<file path="src/rtl/demux4to1_32bit_buf.sv">
// Registered 1-to-4 demultiplexer with a single-entry buffer per output channel.
// Ports:
//   clk, rst         clock and synchronous active-high reset
//   in_data, ctr     word to route and its destination channel (00..11 -> ch0..ch3)
//   in_valid         producer has a word; in_ready: block can take it this cycle
//   out_00..out_11   buffered word per channel, valid when out_valid[i]
//   out_ready        per-channel consumer take strobe
//   cnt_00..cnt_11   per-channel delivered-word counters (wrap modulo 2^CNT_W)
//   busy             any channel buffer holds a word
module demux4to1_32bit_buf #(
  parameter int unsigned WIDTH = 32,
  parameter int unsigned CNT_W = 16
) (
  input  logic             clk,
  input  logic             rst,
  input  logic [WIDTH-1:0] in_data,
  input  logic [1:0]       ctr,
  input  logic             in_valid,
  output logic             in_ready,
  output logic [WIDTH-1:0] out_00,
  output logic [WIDTH-1:0] out_01,
  output logic [WIDTH-1:0] out_10,
  output logic [WIDTH-1:0] out_11,
  output logic [3:0]       out_valid,
  input  logic [3:0]       out_ready,
  output logic [CNT_W-1:0] cnt_00,
  output logic [CNT_W-1:0] cnt_01,
  output logic [CNT_W-1:0] cnt_10,
  output logic [CNT_W-1:0] cnt_11,
  output logic             busy
);

  localparam int unsigned NCH = 4;

  logic [NCH-1:0]   full;
  logic [WIDTH-1:0] buf_q [NCH];
  logic [CNT_W-1:0] cnt_q [NCH];

  logic [NCH-1:0] sel;
  logic [NCH-1:0] acc;
  logic [NCH-1:0] drain;
  logic           accept;

  // Handshake decode; in_ready looks through to out_ready so a draining
  // channel can be refilled in the same cycle.
  always_comb begin
    sel      = NCH'(1) << ctr;
    in_ready = !rst && (!full[ctr] || out_ready[ctr]);
    accept   = in_valid && in_ready;
    acc      = accept ? sel : '0;
    drain    = full & out_ready;
  end

  // Per-channel buffer, occupancy and delivered-word counter.
  always_ff @(posedge clk) begin
    if (rst) begin
      full <= '0;
      for (int i = 0; i < NCH; i++) begin
        buf_q[i] <= '0;
        cnt_q[i] <= '0;
      end
    end else begin
      for (int i = 0; i < NCH; i++) begin
        // A refill wins over a drain: the slot stays occupied with the new word.
        if (acc[i]) begin
          buf_q[i] <= in_data;
          full[i]  <= 1'b1;
        end else if (drain[i]) begin
          full[i]  <= 1'b0;
        end
        if (drain[i]) begin
          cnt_q[i] <= cnt_q[i] + CNT_W'(1);
        end
      end
    end
  end

  assign out_valid = full;
  assign busy      = |full;
  assign out_00    = buf_q[0];
  assign out_01    = buf_q[1];
  assign out_10    = buf_q[2];
  assign out_11    = buf_q[3];
  assign cnt_00    = cnt_q[0];
  assign cnt_01    = cnt_q[1];
  assign cnt_10    = cnt_q[2];
  assign cnt_11    = cnt_q[3];

endmodule

</file>
<file path="config.mk">
export PLATFORM = sky130hd
export DESIGN_NAME = demux4to1_32bit_buf
export DESIGN_NICKNAME = d
export VERILOG_FILES = /design/src/rtl/demux4to1_32bit_buf.sv
export SDC_FILE = /design/constraint.sdc
export NUM_CORES = 1
export LEC_CHECK = 0
export CAP_MARGIN = 20
export CORE_MARGIN = 2
export CORE_UTILIZATION = 40
export CTS_CLUSTER_SIZE = 30
export DETAILED_ROUTE_END_ITERATION = 16
export HOLD_SLACK_MARGIN = 0.15
export PLACE_DENSITY = 0.69
export REMOVE_ABC_BUFFERS = 1
export SKIP_CTS_REPAIR_TIMING = 1
export SYNTH_ARGS = -nofsm -noshare
export SYNTH_HDL_FRONTEND = slang
export SYNTH_SLANG_ARGS = --single-unit
</file>
<file path="constraint.sdc">
create_clock -name clk -period 2.2 [get_ports clk]
set_input_delay 0.44 -clock clk [delete_from_list [all_inputs] [get_ports clk]]
set_output_delay 0.44 -clock clk [all_outputs]
set_load 0.1 [all_outputs]
</file>
==> results of run 1 <==
-- logic make-up after synthesis --
logic type | after synthesis | share of synthesized area, %
XOR/XNOR | 12 | 1.23
buffers and inverters | 36 | 1.96
multiplexers | 16 | 1.87
AO/OA/AOI/OAI | 64 | 4.61
AND/OR/NAND/NOR | 304 | 21.3
adder cells (fa/ha/maj) | 4 | 0.586
flip-flops | 196 | 68.4
-- per-stage QoR --
stage	power (mW)	utilization [%]	instance area, um2	std cells
floorplan	5.76	-	8420	608
global placement	6.30	52.4	11000	1147
detailed placement	6.32	52.4	11000	1147
CTS	9.58	55.5	11700	1179
global route	9.79	55.6	11700	1179
finish	9.49	55.6	11700	1180
-- placed cells by master, fill, tap and decap left out, types with 3 or more instances in the layout --
cell / Yosys / layout
clkbuf_16: 0 / 17
clkdlybuf4s50_1: 0 / 37
xnor2_1: 8 / 8
clkinv_8: 0 / 5
inv_12: 0 / 5
nand2b_1: 18 / 18
dlymetal6s2s_1: 0 / 3
and3b_1: 4 / 4
nor4_1: 16 / 16
edfxtp_1: 192 / 192
ha_1: 4 / 4
or4_1: 15 / 15
nand3_1: 21 / 21
mux2i_1: 16 / 16
and2_1: 135 / 135
nor2_1: 13 / 13
xor2_1: 4 / 4
o31ai_1: 14 / 14
or2_2: 4 / 4
buf_4: 0 / 210
o21ai_0: 12 / 12
buf_12: 0 / 14
a31o_2: 4 / 4
nand2_1: 43 / 43
a21oi_1: 27 / 26
o21a_1: 4 / 4
nand4_1: 10 / 10
inv_1: 12 / 12
or3_1: 12 / 12
-- power groups by stage --
stage | combinational (mW) | sequential [mW] | clock, mW
6_report | 1.86 | 4.36 | 3.27
5_1_grt | 1.92 | 4.38 | 3.48
3_5_place_dp | 1.87 | 4.45 | 0
2_1_floorplan | 0.196 | 5.57 | 0
4_1_cts | 1.87 | 4.36 | 3.34
3_3_place_gp | 1.86 | 4.44 | 0
-- area by class of cell --
cell class / instances / area, um2
Antenna cell: 1 / 2.50
Clock buffer: 17 / 425
Clock inverter: 15 / 211
Fill cell: 1802 / 9340
Inverter: 12 / 45.0
Multi-Input combinational cell: 400 / 2540
Sequential cell: 196 / 5850
Tap cell: 275 / 344
Timing Repair Buffer: 264 / 2260
-- sequential cells by signal, indices dropped and copies added, names as in the netlist --
| name | flops |
|---|---|
| buf_q | 128 |
| cnt_q | 64 |
| out_valid | 4 |
-- metal layers --
layer  global-route usage [%]  vias to the layer above
li1                         -                     2856
met1                     25.1                     2908
met2                     30.0                      214
met4                     6.18                        0
met3                     7.73                       21
met5                        0                        -
-- worst paths after layout --
kind              cells after the start           end         start  slack [ns]
setup reg to reg                      3  cnt_q[3][11]   cnt_q[3][3]        0.38
hold / removal                        4  out_valid[0]  out_ready[0]        0.53
hold reg to reg                       1  out_valid[1]  out_valid[1]        0.56
setup / recovery                      5      in_ready  out_valid[1]        0.07
-- tightest hold or removal path, cell delays in order --
cell	delay, ns
dlymetal6s2s_1	0.15
buf_4	0.15
inv_1	0.05
a31o_2	0.13
==> results.py, run 1 <==
metrics = {
    "power": {
        "clkPwrFrac_pct": 34.5,
        "cellPowerDensity_nw_per_um2": 813,
        "vdd_drop_max_mv": 0.509,
        "p_int_mw": 6.25,
        "switching_share_pct": 34.2,
        "power_frac_comb_pct": 19.6,
        "leakage_nw": 4.58,
        "p_switching_mw": 3.25,
        "sequentialPowerShare_pct": 45.9,
    },
    "worst_setup_path": {
        "crit_family": "compound AO/OA/AOI/OAI gates",
        "startpoint_type": "flip-flop",
        "crit_buf_inv": 2,
        "cp_slowest_stage_delay_ns": 0.37,
        "arrival_ns": 1.69,
        "path_class": "flip-flop to output pin",
        "cp-end-kind": "output pin",
        "crit_path_max_fanout": 7,
        "critPathSlowestCell": "dfxtp_4",
        "required_ns": 1.76,
        "critical_path.cell_chain": "nor2b_1 > a211o_1 > a21oi_2 > buf_4 > buf_12",
    },
    "clock_network": {
        "cts.sinks": 196,
        "numCtsBuffers": 17,
        "cts_tree": "done",
        "cts-htree-levels": 4,
        "ctsRootBufferMaster": "clkbuf_16",
        "clk_path_buf_depth": 2,
        "clk_pin_slew_ns": 0.07,
        "clk_latency_ns": 0.44,
    },
    "outcome": {
        "status": "complete, no violations",
    },
    "logic_synthesis": {
        "synth.most_common_cell": "edfxtp_1",
        "postSynthAreaPerCell_um2": 13.5,
        "synth_seq_cells": 196,
        "synthTopCellsByCount": "edfxtp_1 (192), and2_1 (135), nand2_1 (43), a21oi_1 (27), nand3_1 (21)",
        "yosysSeqAreaShare_pct": 68.4,
        "ys.flop_type": "edfxtp_1",
        "synth.distinct_cells": 38,
        "ys_async_sr_fraction_pct": 0,
        "synth_area_um2": 8550,
        "yosys_warnings": 0,
        "netlist_top_cells_area": "edfxtp_1 (67%), and2_1 (9.9%), nand2_1 (1.9%)",
        "yosysTopAreaCell": "edfxtp_1",
        "synth_edf_count": 192,
        "synth_top_cell_area_share_pct": 67.5,
        "syn_inst": 632,
    },
    "sta": {
        "period_share_pct": 96.9,
        "slew-limit-headroom_pct": 68.2,
        "tns_ns": 0,
        "setup_ws_ns": 0.0672,
        "setup-violations-final": 0,
        "hold_viol": 0,
        "tightestPinTransition_ns": 0.475,
        "rsz0062_at_grt": "false",
        "slew_viol_final": 0,
        "clock.fmax_mhz": 469,
        "fin_crit_ns": 2.13,
        "skew_ns": 0.0193,
        "worst_hold_slack_ns": 0.530,
    },
    "hold_path": {
        "hold_path_class": "primary input to flip-flop",
    },
    "global_route": {
        "grt_antenna_before_repair": 0,
        "grt_pass1_vias": 5885,
        "grt_max_degree": 34,
        "grt_overflow": 0,
        "grt_pass1_wl_mm": 33.1,
        "grt_use_total_pct": 19.4,
    },
    "placement": {
        "place_congestion": 0.800,
        "pre_cts_slack_ns": -0.112,
        "io_buffers": 238,
        "hpwl_mm": 15.0,
    },
    "finish": {
        "layout-drive-gt1-share_pct": 30.3,
        "final_nets": 936,
        "syn_to_final_growth_pct": 36.7,
    },
    "floorplan": {
        "die_area_um2": 22600,
        "die_h_um": 150,
        "pin_count": 239,
        "start_util_pct": 40.7,
        "core-area_um2": 21000,
        "rows": 53,
        "die_w_um": 150,
    },
    "detailed_routing": {
        "drt_iter0_drc": 276,
        "dr_wl_met3_mm": 2.37,
        "avgViaCountPerCell": 5.08,
        "wl_met2_mm": 9.91,
        "firstDrtPassIters": 4,
        "wirelength_mm": 21.5,
        "drcViolationCount": 0,
        "postRouteAntennaNets": 0,
        "num_vias": 5999,
        "highest_layer": "met4",
        "routedWlPerCell_um": 18.2,
        "wirelength_met1_mm": 8.87,
    },
    "flow_run": {
        "drv_cap": 0,
    },
}
Power figures use the tool's default switching activity.
==> run 2: changes to the inputs <==
- CORE_MARGIN: 2 -> unset
==> run 2 against run 1 <==
Net effect: die area decreased by 2.6%; cell area barely moved; power up 0.23%; combinational power about the same; critical path type unchanged; routed wire length is 0.48% higher; clock-buffer cell count unchanged; first-iteration DRC count is 11% higher; sequential power hardly changed; critical path depth did not move; via count is 0.92% lower.
==> results.py, run 2 (synthesized netlist as in run 1, its figures left out) <==
metrics = {
    "sta": {
        "slew-limit-headroom_pct": 67.5,
        "tns_ns": 0,
        "skew_ns": 0.0186,
        "worst_hold_slack_ns": 0.414,
        "slew_viol_final": 0,
        "fin_crit_ns": 2.12,
        "period_share_pct": 96.2,
        "rsz0062_at_grt": "false",
        "tightestPinTransition_ns": 0.486,
        "clock.fmax_mhz": 473,
        "hold_viol": 0,
        "setup-violations-final": 0,
    },
    "detailed_routing": {
        "firstDrtPassIters": 5,
        "dr_wl_met3_mm": 2.19,
        "highest_layer": "met4",
        "avgViaCountPerCell": 5.03,
        "num_vias": 5944,
        "drt_iter0_drc": 305,
        "routedWlPerCell_um": 18.3,
        "postRouteAntennaNets": 0,
        "wirelength_met1_mm": 8.87,
        "wirelength_mm": 21.6,
        "drcViolationCount": 0,
        "wl_met2_mm": 10.3,
    },
    "finish": {
        "layout_commonest_cell": "buf_4",
        "most-common-layout-cells": "buf_4 (212), edfxtp_1 (192), and2_1 (135), nand2_1 (43), clkdlybuf4s50_1 (36)",
        "fill_cells": 1775,
        "layout-drive-gt1-share_pct": 30.4,
        "top_register": "buf_q",
        "multi_input_area_um2": 2540,
        "final_util_pct": 55.8,
        "syn_to_final_growth_pct": 36.8,
        "design_area_um2": 11700,
        "final_nets": 937,
        "largest_reg_flops": 128,
        "seq_area_um2": 5850,
    },
    "hold_path": {
        "worstHoldPathCells": 3,
        "hold_start": "out_ready[2]",
        "holdPathEnd": "out_valid[2]",
        "hold_path_class": "primary input to flip-flop",
    },
    "global_route": {
        "grt_antenna_before_repair": 0,
        "grt_pass1_vias": 5892,
        "grt_overflow": 0,
        "grt_pass1_wl_mm": 33.3,
        "grt_use_total_pct": 20.2,
        "grt_max_degree": 34,
    },
    "clock_network": {
        "ctsRootBufferMaster": "clkbuf_16",
        "cts_tree": "done",
        "clk_pin_slew_ns": 0.07,
        "clk_path_buf_depth": 2,
        "numCtsBuffers": 17,
        "clk_latency_ns": 0.45,
        "cts-htree-levels": 4,
        "cts.sinks": 196,
    },
    "power": {
        "switching_share_pct": 33.5,
        "power_frac_comb_pct": 19.5,
        "p_total_mw": 9.51,
        "vdd_drop_max_mv": 0.536,
        "p_int_mw": 6.33,
        "clkPwrFrac_pct": 34.6,
        "sequentialPowerShare_pct": 45.9,
        "leakage_nw": 4.60,
        "p_switching_mw": 3.18,
        "cellPowerDensity_nw_per_um2": 814,
    },
    "floorplan": {
        "pin_count": 239,
        "rows": 53,
        "die_area_um2": 22000,
        "die_w_um": 148,
        "start_util_pct": 40.8,
        "die_h_um": 148,
        "core-area_um2": 21000,
    },
    "worst_setup_path": {
        "critical_path.cell_chain": "nor2b_1 > a211o_1 > a21oi_2 > buf_4 > buf_12",
        "r2r-end": "cnt_q[1][11]",
        "startpoint_type": "flip-flop",
        "crit_buf_inv": 2,
        "cp-end-kind": "output pin",
        "cp_slowest_stage_delay_ns": 0.36,
        "path_class": "flip-flop to output pin",
        "crit_family": "compound AO/OA/AOI/OAI gates",
        "arrival_ns": 1.68,
        "crit_path_max_fanout": 7,
        "rrSetupSlack_ns": 0.37,
        "critPathSlowestCell": "dfxtp_2",
        "r2r_start": "cnt_q[1][4]",
        "r2r_cells": 3,
        "required_ns": 1.76,
    },
    "placement": {
        "hpwl_mm": 15.1,
        "place_congestion": 0.765,
        "io_buffers": 238,
        "placed_area_um2": 11000,
    },
    "outcome": {
        "status": "complete, no violations",
    },
    "flow_run": {
        "drv_cap": 0,
    },
}
## run 2: cell types whose count changed in the layout (fill, tap and decap cells not counted), sizes merged
cell,change
buf,+1
bufinv,+1
clkdlybuf4s50,-1
dlymetal6s2s,+1
inv,-1
## run 2: worst max-delay path by stage
stage	startpoint	end	slack, ns	cells past startpoint
after global placement	ctr[0]	in_ready	-0.08	6
after global routing	out_valid[1]	in_ready	0.007	5
after floorplan	out_valid[1]	in_ready	-0.99	3
after detailed placement	ctr[0]	in_ready	-0.08	6
after CTS	ctr[0]	in_ready	-0.09	6
final	out_valid[1]	in_ready	0.08	5
## run 2: final cells by class
class / count / share of cell area (%)
Sequential cell: 196 / 50.0
Multi-Input combinational cell: 400 / 21.8
Timing Repair Buffer: 265 / 19.4
Clock buffer: 17 / 3.64
Tap cell: 275 / 2.94
Clock inverter: 15 / 1.86
Inverter: 12 / 0.385
Antenna cell: 1 / 0.0214
## run 2: per-layer routing
metal	up-vias	GRT usage [%]
met5	-	0
met4	0	5.67
met3	16	8.93
met2	196	31.9
met1	2871	25.0
li1	2861	-
## run 2: power groups by stage
stage	Clock [mW]	Sequential (mW)	Combinational, mW
floorplan	0	5.57	0.196
global placement	0	4.44	1.86
detailed placement	0	4.45	1.87
CTS	3.37	4.36	1.87
global route	3.52	4.39	1.91
finish	3.29	4.36	1.86
## run 2: per-stage QoR
stage / instances / setup WS (ns)
2_1_floorplan: 608 / -0.985
3_3_place_gp: 1148 / -0.0783
3_5_place_dp: 1148 / -0.0843
4_1_cts: 1180 / -0.0893
5_1_grt: 1180 / 0.00661
6_report: 1181 / 0.0842
## run 2: worst min-delay path: stages
cell and delay [ns]:
dlymetal6s2s_1 0.17, inv_1 0.07, a31o_2 0.14
==> run 3: changes to the inputs <==
- GPL_ROUTABILITY_DRIVEN: unset -> 0
- HOLD_SLACK_MARGIN: 0.15 -> 0.1
- clock period: 2.2 -> 2.1 ns (I/O delays scaled with it)
==> run 3 against run 2 <==
Net effect: combinational power rose by 5%; clock-buffer cell count unchanged; cell area increased by 0.20%; routed wire length is 0.22% higher; worst setup slack worse by 0.053 ns; hold slack better by 0.098 ns; non-clock buffer count rose by 6; sequential share of layout area down 0.059 points; register-to-register slack worse by 0.10 ns; power grew 3.1%; global-route usage down 0.37 points; clock skew increased by 0.0022 ns; largest cell class unchanged.
==> results.py, run 3 (synthesized netlist as in run 1, its figures left out) <==
metrics = {
    "clock_network": {
        "cts.sinks": 196,
        "numCtsBuffers": 17,
        "clk_pin_slew_ns": 0.07,
        "cts_tree": "done",
        "clk_path_buf_depth": 2,
        "ctsRootBufferMaster": "clkbuf_16",
        "cts-htree-levels": 4,
        "clk_latency_ns": 0.44,
    },
    "outcome": {
        "status": "complete, no violations",
    },
    "hold_path": {
        "hold_path_class": "primary input to flip-flop",
        "hold_start": "out_ready[1]",
        "worstHoldPathCells": 4,
        "holdPathEnd": "out_valid[1]",
    },
    "floorplan": {
        "start_util_pct": 40.8,
        "rows": 53,
        "core-area_um2": 21000,
        "die_area_um2": 22000,
        "die_h_um": 148,
        "pin_count": 239,
        "die_w_um": 148,
    },
    "finish": {
        "fill_cells": 1805,
        "design_area_um2": 11700,
        "syn_to_final_growth_pct": 37.0,
        "antennaDiodeCount": 0,
        "seq_area_um2": 5850,
        "most-common-layout-cells": "buf_4 (217), edfxtp_1 (192), and2_1 (135), nand2_1 (43), clkdlybuf4s50_1 (37)",
        "layout-drive-gt1-share_pct": 30.7,
        "layout_commonest_cell": "buf_4",
        "largest_reg_flops": 128,
        "final_util_pct": 55.9,
        "fin_cells": 1186,
        "final_nets": 943,
        "multi_input_area_um2": 2540,
        "top_register": "buf_q",
    },
    "power": {
        "leakage_nw": 4.61,
        "p_total_mw": 9.81,
        "p_int_mw": 6.49,
        "switching_share_pct": 33.8,
        "vdd_drop_max_mv": 0.528,
        "cellPowerDensity_nw_per_um2": 838,
        "clkPwrFrac_pct": 33.5,
        "sequentialPowerShare_pct": 46.6,
        "power_frac_comb_pct": 19.9,
        "p_switching_mw": 3.32,
    },
    "sta": {
        "setup-violations-final": 0,
        "setup_ws_ns": 0.0308,
        "clock.fmax_mhz": 483,
        "hold_viol": 0,
        "slew-limit-headroom_pct": 67.0,
        "period_share_pct": 98.5,
        "rsz0062_at_grt": "true",
        "tightestPinTransition_ns": 0.494,
        "skew_ns": 0.0207,
        "fin_crit_ns": 2.07,
        "slew_viol_final": 0,
    },
    "worst_setup_path": {
        "cp-end-kind": "output pin",
        "critical_path.cell_chain": "nor3b_4 > a211o_1 > a21oi_2 > buf_4 > buf_12",
        "required_ns": 1.68,
        "r2r_start": "cnt_q[1][3]",
        "rrSetupSlack_ns": 0.27,
        "path_class": "flip-flop to output pin",
        "r2r_cells": 3,
        "r2r-end": "cnt_q[1][9]",
        "cp_slowest_stage_delay_ns": 0.36,
        "crit_path_max_fanout": 5,
        "critPathSlowestCell": "dfxtp_4",
        "arrival_ns": 1.65,
        "startpoint_type": "flip-flop",
    },
    "detailed_routing": {
        "drcViolationCount": 0,
        "wirelength_mm": 21.7,
        "drt_iter0_drc": 330,
        "routedWlPerCell_um": 18.3,
        "firstDrtPassIters": 5,
        "avgViaCountPerCell": 5.09,
        "postRouteAntennaNets": 0,
        "num_vias": 6042,
    },
    "placement": {
        "hpwl_mm": 15.0,
        "dpl.cell_count": 1152,
        "placed_area_um2": 11100,
        "io_buffers": 238,
        "pre_cts_slack_ns": -0.145,
    },
    "global_route": {
        "grt_pass1_wl_mm": 32.8,
        "grt_max_degree": 34,
        "grt_use_total_pct": 19.8,
        "grt_antenna_before_repair": 0,
        "grt_overflow": 0,
        "grt_pass1_vias": 5827,
    },
    "flow_run": {
        "drv_cap": 0,
    },
}
## run 3: critical path: cells and delay by family, from the launching register on
family	cells	cell delay [ns]
compound gates	2	0.41
simple gates	1	0.16
buf+inv	2	0.29
flops	1	0.36
## run 3: routing by layer
layer / global-route usage [%] / wire (um) / vias to the layer above
li1: - / - / 2863
met1: 25.1 / 8900 / 2953
met2: 31.5 / 10300 / 208
met3: 7.30 / 2070 / 18
met4: 6.39 / 340 / 0
met5: 0 / 0 / -
## run 3: power groups by stage
stage               combinational (mW)  clock (mW)  sequential [mW]
finish                            1.95        3.29             4.57
floorplan                        0.205           0             5.83
CTS                               1.96        3.36             4.57
global route                      2.01        3.48             4.59
global placement                  1.95           0             4.65
detailed placement                1.96           0             4.66
## run 3: final cells by class
type,count,area share [%]
clock buffer,17,3.63
clock inverter,15,1.57
inverter,12,0.385
multi-input combinational,400,21.7
sequential,196,50.0
tap,275,2.94
timing repair buffer,271,19.8
## run 3: how the worst max path moves through the flow
stage | slack (ns) | to | from | depth (start not counted)
after floorplan | -1.07 | in_ready | out_valid[1] | 3
after global routing | -0.03 | in_ready | out_valid[0] | 5
after CTS | -0.16 | in_ready | ctr[0] | 6
after detailed placement | -0.15 | in_ready | ctr[0] | 6
after global placement | -0.16 | in_ready | ctr[0] | 6
final | 0.03 | in_ready | out_valid[0] | 5
## run 3: through the flow
| step | setup TNS (ns) | hold slack, ns |
|---|---|---|
| 6_report | 0 | 0.511 |
| 5_1_grt | -0.0275 | 0.524 |
| 4_1_cts | -0.160 | 0.614 |
| 3_5_place_dp | -9.40 | 0.602 |
| 3_3_place_gp | -10.45 | 0.605 |
| 2_1_floorplan | -65.63 | 0.610 |
